### config.mk
export PLATFORM = sky130hd
export DESIGN_NAME = div_subshift_hs
export DESIGN_NICKNAME = d
export VERILOG_FILES = /design/src/rtl/div_subshift_hs.sv
export SDC_FILE = /design/constraint.sdc
export NUM_CORES = 1
export LEC_CHECK = 0
export CAP_MARGIN = 20
export CELL_PAD_IN_SITES_DETAIL_PLACEMENT = 1
export CELL_PAD_IN_SITES_GLOBAL_PLACEMENT = 2
export CORE_ASPECT_RATIO = 2
export CORE_MARGIN = 1
export CORE_UTILIZATION = 36
export DETAILED_ROUTE_END_ITERATION = 10
export PLACE_DENSITY_LB_ADDON = 0.1
export REMOVE_ABC_BUFFERS = 1
export SLEW_MARGIN = 20
export SYNTH_ARGS = -nofsm -noshare
export SYNTH_HDL_FRONTEND = slang
export SYNTH_SLANG_ARGS = --single-unit
### constraint.sdc
create_clock -name clk -period 9 [get_ports clk]
set_input_delay 1.8 -clock clk [delete_from_list [all_inputs] [get_ports clk]]
set_output_delay 1.8 -clock clk [all_outputs]
set_load 0.02 [all_outputs]
### src/rtl/div_subshift_hs.sv
// Sequential restoring divider with valid/ready handshake on both sides.
// One quotient bit per cycle; sign handling is done by magnitude conversion before and after.
module div_subshift_hs #(
  parameter int DATA_W = 32
) (
  input  logic              clk,
  input  logic              rst,
  input  logic              in_valid,
  output logic              in_ready,
  input  logic              sign,
  input  logic [DATA_W-1:0] dividend,
  input  logic [DATA_W-1:0] divisor,
  output logic              out_valid,
  input  logic              out_ready,
  output logic [DATA_W-1:0] quotient,
  output logic [DATA_W-1:0] remainder,
  output logic              div_by_zero
);

  localparam int CNT_W = $clog2(DATA_W + 1);
  localparam logic [CNT_W-1:0] LAST = CNT_W'(DATA_W - 1);

  typedef enum logic [1:0] {IDLE, RUN, FIX, DONE} state_t;
  state_t state, state_nxt;

  logic [2*DATA_W-1:0] acc;
  logic [DATA_W-1:0]   dvs_mag, dvd_raw;
  logic                q_neg, r_neg, dz;
  logic [CNT_W-1:0]    cnt;

  logic                accept;
  logic [DATA_W-1:0]   dvd_mag_in, dvs_mag_in;
  logic [DATA_W:0]     shifted, diff;
  logic                ge;
  logic [DATA_W-1:0]   new_rem, q_mag, r_mag;

  assign accept     = in_valid && in_ready;
  assign dvd_mag_in = (sign && dividend[DATA_W-1]) ? -dividend : dividend;
  assign dvs_mag_in = (sign && divisor[DATA_W-1])  ? -divisor  : divisor;

  // Partial remainder gets one extra bit so the compare never loses a carry.
  assign shifted = {acc[2*DATA_W-1:DATA_W], acc[DATA_W-1]};
  assign diff    = shifted - {1'b0, dvs_mag};
  assign ge      = shifted >= {1'b0, dvs_mag};
  assign new_rem = ge ? diff[DATA_W-1:0] : shifted[DATA_W-1:0];
  assign q_mag   = acc[DATA_W-1:0];
  assign r_mag   = acc[2*DATA_W-1:DATA_W];

  always_ff @(posedge clk) begin
    if (rst) state <= IDLE;
    else     state <= state_nxt;
  end

  always_comb begin
    state_nxt = state;
    case (state)
      IDLE: if (accept) state_nxt = RUN;
      RUN:  if (cnt == LAST) state_nxt = FIX;
      FIX:  state_nxt = DONE;
      DONE: if (out_ready) state_nxt = in_valid ? RUN : IDLE;
      default: state_nxt = IDLE;
    endcase
  end

  always_comb begin
    in_ready  = 1'b0;
    out_valid = 1'b0;
    case (state)
      IDLE: in_ready = 1'b1;
      DONE: begin
        in_ready  = out_ready;
        out_valid = 1'b1;
      end
      default: ;
    endcase
  end

  always_ff @(posedge clk) begin
    if (rst) begin
      acc         <= '0;
      dvs_mag     <= '0;
      dvd_raw     <= '0;
      q_neg       <= 1'b0;
      r_neg       <= 1'b0;
      dz          <= 1'b0;
      cnt         <= '0;
      quotient    <= '0;
      remainder   <= '0;
      div_by_zero <= 1'b0;
    end else if (accept) begin
      acc     <= {{DATA_W{1'b0}}, dvd_mag_in};
      dvs_mag <= dvs_mag_in;
      dvd_raw <= dividend;
      q_neg   <= sign && (dividend[DATA_W-1] ^ divisor[DATA_W-1]);
      r_neg   <= sign && dividend[DATA_W-1];
      dz      <= (divisor == '0);
      cnt     <= '0;
    end else if (state == RUN) begin
      acc <= {new_rem, acc[DATA_W-2:0], ge};
      cnt <= cnt + CNT_W'(1);
    end else if (state == FIX) begin
      // Zero divisor overrides whatever the shift-subtract loop produced.
      quotient    <= dz ? '1      : (q_neg ? -q_mag : q_mag);
      remainder   <= dz ? dvd_raw : (r_neg ? -r_mag : r_mag);
      div_by_zero <= dz;
    end
  end

endmodule
==> results.tsv, run 1 <==
metric	value	unit
logic gate share of total power	54.4	%
Sw Pwr	0.00230	W
Syn Inst Count	1649	
post-route insts no fill	2165	
Die ar.	35500	µm²
Core Area	34200	µm²
clock latency on the worst-skew pair	520	ps
CP startpoint kind	primary input	
largest net degree at the start of global routing	95	
pwr dens	341	nW/µm²
clock skew	9.91	ps
initial antenna violation count	1	
Data required, critical path	7200	ps
largest area contributor in the netlist	dfxtp_1	
Synth Flop Type	dfxtp_1	
slowest CP cell	clkdlybuf4s50_1	
Synth top area share	32.7	%
cts repair resizes	0	
H-tree levels	1	
RSZ-0062 raised after global routing	false	
Via density	5.44	
Yosys reg bits	204	
CTS tree	yes	
routability cong.	0.870	
Final Max Slew Viols	0	
NumNets Final	1821	
sequential fraction of design power	27.2	%
Hold Crit Start	dvs_mag[21]$_SDFFE_PP0P_	
crit-path max cell delay	680	ps
measured slew at the worst slew-check pin	1050	ps
most frequent cell after synthesis	nand2_1	
Clock transition at path regs	60	ps
CP dominant cell by count	clkdlybuf4s50_1	
crit path DAT	3280	ps
DR vias	11785	
Post-Route WL	37.9	mm
register area share after synthesis	32.7	%
Relative slew margins	30.2	%
DR WL/cell	17.5	µm
Sink Count	204	
Setup Buffers After CTS	0	
Post-DRT Antenna Nets	0	
most instantiated cells after synthesis	nand2_1 (227), dfxtp_1 (204), nor2_1 (151)	
MaxCap Viol Count	0	
vias in the first global route	12107	
yosys warns	0	
GRT Total Usage	21.4	%
Starting Density	36.5	%
synth top area cells	dfxtp_1 (33%), nand2_1 (6.8%), a21oi_1 (5.3%)	
row cnt	96	
Top Ports	136	
reg2reg start	acc[47]$_SDFFE_PP0P_	
clock period minus worst slack	5080	ps
Setup Viol. Count Final	0	
worst setup path startpoint	out_ready	
maximum vdd drop	0.000131	V
Congestion Overflow GR	0	
Clock power frac	18.5	%
share of cells above drive strength 1	4.23	%
Final TNS setup	0	ps
net switching fraction of the power	45.5	%
Antenna Cells	0	
DR pass1 iterations	4	
fillers	4251	
Post-Syn Area	12500	µm²
area delta synth->final	18.8	%
Bufs on Longest Clock Path	3	
Tcrit/Tclk final	56.5	%
I/O Buffers	135	
Final Hold Vio Count	0	
CP Cell Sequence	clkdlybuf4s50_1 -> a21oi_1 -> nor2_1 -> clkdlybuf4s50_1	
Root Buffer	clkbuf_16	
leakage	5.28	nW
first-pass GRT wire length	61.7	mm
post-synth cell types	68	
cell total after placement	2127	
Fmax achieved	197	MHz
number of synthesized flops with an enable pin	0	
crit path kind	in -> out	
Die Span Y	266	µm
status	finished, final reports clean	
Worst Setup End Kind	output pin	
Synth async-reset ratio	0	%
Hold WC Path Type	reg -> reg	
Synth Area per Inst	7.58	µm²
CTS buffer count	22	
Post-DP HPWL	28.8	mm
Die W	134	µm
DR DRC count	0	
Critical Path Fanout Max	3	
initial DRC count	470	
CTS Hold Bufs	0	
Int Power	0.00276	W
## layer usage
layer	vias up	global-route usage [%]	part of all wire, %
li1	5988	-	-
met1	5607	22.1	39
met2	150	44.1	57
met3	40	1.70	2.2
met4	0	6.08	1.9
met5	-	0	0
## registers in the layout (all words and copies together) (netlist names)
signal	cells
acc	64
cnt	6
div_by_zero	1
dvd_raw	32
dvs_mag	32
dz	1
q_neg	1
quotient	32
r_neg	1
remainder	32
state	2
## worst max-delay path: cells and delay by family
family / cells / cell delay, ps
AO/OA/AOI/OAI: 1 / 70
AND/OR/NAND/NOR: 1 / 250
buffers and inverters: 2 / 1160
## layout make-up
cell class,count,area [µm²],share of cell area (%)
multi-input cells,1277,7830,52.7
flip-flops and latches,204,4090,27.5
repair buffers,149,1450,9.79
clock buffers,32,649,4.37
well taps,441,552,3.71
inverters,56,210,1.41
clock inverters,6,80.1,0.539
## power groups by stage
stage / combinational (W) / sequential [W] / clock (W)
finish: 0.00275 / 0.00137 / 0.000936
global route: 0.00306 / 0.00142 / 0.000993
CTS: 0.00278 / 0.00138 / 0.000967
detailed placement: 0.00276 / 0.00140 / 0
global placement: 0.00272 / 0.00139 / 0
floorplan: 0.00200 / 0.00134 / 0
## stage by stage
step / hold WS, ps / power (W) / utilization, % / area (µm²) / worst slack [ps]
3_3_place_gp: 439 / 0.00411 / 41.3 / 14100 / 3950
3_5_place_dp: 448 / 0.00416 / 41.3 / 14100 / 3920
2_1_floorplan: 425 / 0.00335 / - / 12100 / 621
4_1_cts: 456 / 0.00512 / 43.4 / 14900 / 3910
5_1_grt: 478 / 0.00548 / 43.4 / 14900 / 3830
6_report: 453 / 0.00506 / 43.4 / 14900 / 3920
## path summary, 6_finish.rpt
| path | to | depth (start not counted) | slack [ps] |
|---|---|---|---|
| worst max-delay path | in_ready | 4 | 3920 |
| worst min-delay path | dvs_mag[21]$_SDFFE_PP0P_ | 2 | 450 |
| worst max register to register | acc[36]$_SDFFE_PP0P_ | 10 | 4860 |
| worst min register to register | dvs_mag[21]$_SDFFE_PP0P_ | 2 | 450 |
## cells in the final DEF, fill, tap and decap left out, drive strengths merged, types with 20 or more instances in the layout
cell type,Yosys,layout
a211oi,69,69
a21oi,133,133
a31oi,35,35
clkbuf,103,32
clkdlybuf4s50,0,134
dfxtp,204,204
ha,41,41
inv,56,56
mux2i,35,35
nand2,227,227
nand3,49,49
nor2,151,151
nor3,31,31
o21ai,128,128
o31ai,28,28
or4,20,20
xnor2,69,69
xor2,70,70
## kinds of logic after synthesis
group / share of synthesized area, %
simple gates: 21.2
compound gates: 24.3
flops: 32.7
buf+inv: 5.11
xor+xnor: 9.74
fa+ha+maj: 4.26
mux: 2.80
No activity file was read; power rests on OpenSTA's default activity.
==> run 2: changes to the inputs <==
CORE_UTILIZATION = 30   (was 36)
clock period = 4.4 ns   (was 9 ns; I/O delays follow)
==> results.tsv, run 2 (synthesized netlist as in run 1, its figures left out) <==
metric	value	unit
status	finished, final reports clean	
Sink Count	204	
Congestion Overflow GR	0	
MaxCap Viol Count	0	
fillers	5019	
measured slew at the worst slew-check pin	1010	ps
CTS tree	yes	
Biggest register	acc	
area delta synth->final	21.4	%
DR DRC count	0	
Finished Cell Area	15200	µm²
crit-path max cell delay	600	ps
cell total after placement	2246	
Setup Viol. Count Final	0	
Storage cell area	4090	µm²
share of cells above drive strength 1	5.37	%
Bufs on Longest Clock Path	3	
Worst Path Buf+Inv	1	
largest net degree at the start of global routing	149	
vias in the first global route	12154	
leakage	5.39	nW
NumNets Final	1846	
CTS Hold Bufs	0	
DR pass1 iterations	6	
crit path DAT	4070	ps
RSZ-0062 raised after global routing	false	
max FFs per register	64	
Crit path max-delay family	compound AO/OA/AOI/OAI gates	
multi-input logic area	7820	µm²
Clock transition at path regs	60	ps
DR vias	11801	
most common cell after layout, fill and taps aside	nand2_1	
maximum vdd drop	0.000278	V
Final Hold Vio Count	0	
CTS buffer count	22	
Worst Setup End Kind	flip-flop	
GRT Total Usage	19.1	%
grt met3 use	1.84	%
H-tree levels	1	
Final Max Slew Viols	0	
GR Layer Usage met1	19.5	%
Relative slew margins	30.7	%
r2r worst-path depth	12	
Hold WC Path Type	reg -> reg	
Final TNS setup	0	ps
worst setup path startpoint	acc[31]$_SDFFE_PP0P_	
crit path to	acc[62]$_SDFFE_PP0P_	
clock skew	10.2	ps
I/O Buffers	135	
first-pass GRT wire length	65.3	mm
CP startpoint kind	flip-flop	
post-route insts no fill	2284	
Core Area	41100	µm²
Critical Path Fanout Max	4	
Root Buffer	clkbuf_16	
Tcrit/Tclk final	82.2	%
Starting Density	30.4	%
Setup Buffers After CTS	0	
Data required, critical path	4850	ps
met2 global-route usage	39.0	%
R2R setup slack	780	ps
Antenna Cells	0	
Die W	146	µm
DR WL/cell	17.8	µm
r2r endpoint	acc[62]$_SDFFE_PP0P_	
clock period minus worst slack	3620	ps
cts repair resizes	0	
hold slack	452	ps
routability cong.	0.854	
WP depth	12	
pwr dens	699	nW/µm²
clock latency on the worst-skew pair	530	ps
crit path kind	reg -> reg	
initial DRC count	355	
placed cell area	14500	µm²
Die Span Y	291	µm
Post-Route WL	40.7	mm
commonest non-fill, non-tap cells in the layout	nand2_1 (226), dfxtp_1 (202), nor2_1 (151)	
Post-DP HPWL	31.4	mm
Die ar.	42600	µm²
initial antenna violation count	0	
Via density	5.17	
Fmax achieved	276	MHz
reg2reg start	acc[31]$_SDFFE_PP0P_	
Top Ports	136	
Post-DRT Antenna Nets	0	
CP Cell Sequence	inv_1 -> ha_1 -> fa_1 -> nor2b_1 -> o31a_1 -> o32ai_1 -> o311ai_0 -> a31oi_1 -> o21ai_0 -> xnor2_1 -> o21ai_0 -> a31oi_1	
busiest grt layer	met2	
row cnt	105	
slowest CP cell	o311ai_0	
[run 2: worst reg2reg max path: stages (launching register included)]
cell and delay (ps):
dfxtp_1 410, inv_1 240, ha_1 300, fa_1 410
nor2b_1 170, o31a_1 230, o32ai_1 210, o311ai_0 600
a31oi_1 290, o21ai_0 260, xnor2_1 140, o21ai_0 110
a31oi_1 170
[run 2: report_power, final]
part	switching [W]	leakage (nW)	internal, W
Combinational	0.00353	3.40	0.00244
Clock	0.000803	0.326	0.00103
Sequential	0.000522	1.67	0.00229
Total	0.00486	5.39	0.00576
[run 2: worst min-delay path by stage]
stage | from | to | slack (ps) | cells after the start
6_report | dvs_mag[11]$_SDFFE_PP0P_ | dvs_mag[11]$_SDFFE_PP0P_ | 450 | 2
5_1_grt | dvd_raw[21]$_SDFFE_PP0P_ | dvd_raw[21]$_SDFFE_PP0P_ | 480 | 2
4_1_cts | dvs_mag[21]$_SDFFE_PP0P_ | dvs_mag[21]$_SDFFE_PP0P_ | 460 | 2
3_5_place_dp | dvs_mag[21]$_SDFFE_PP0P_ | dvs_mag[21]$_SDFFE_PP0P_ | 450 | 2
3_3_place_gp | dvd_raw[20]$_SDFFE_PP0P_ | dvd_raw[20]$_SDFFE_PP0P_ | 440 | 2
2_1_floorplan | dvd_raw[20]$_SDFFE_PP0P_ | dvd_raw[20]$_SDFFE_PP0P_ | 430 | 2
[run 2: routing by layer]
metal	up-vias	wire [µm]	part of all wire [%]
met3	53	962	2.4
met5	-	0	0
li1	6038	-	-
met1	5554	15700	39
met4	0	1280	3.1
met2	156	22800	56
[run 2: metrics by stage]
step,setup slack [ps],utilization (%),power (W)
3_3_place_gp,455,35.2,0.00877
4_1_cts,713,36.9,0.0108
5_1_grt,586,36.9,0.0115
6_report,782,36.9,0.0106
3_5_place_dp,357,35.2,0.00888
2_1_floorplan,-3060,-,0.00684
[run 2: area by class of cell]
| class | count | area share (%) |
|---|---|---|
| clock buffer | 32 | 4.08 |
| clock inverter | 6 | 0.396 |
| inverter | 56 | 1.39 |
| multi-input combinational | 1277 | 51.5 |
| sequential | 204 | 26.9 |
| tap | 535 | 4.41 |
| timing repair buffer | 174 | 11.3 |
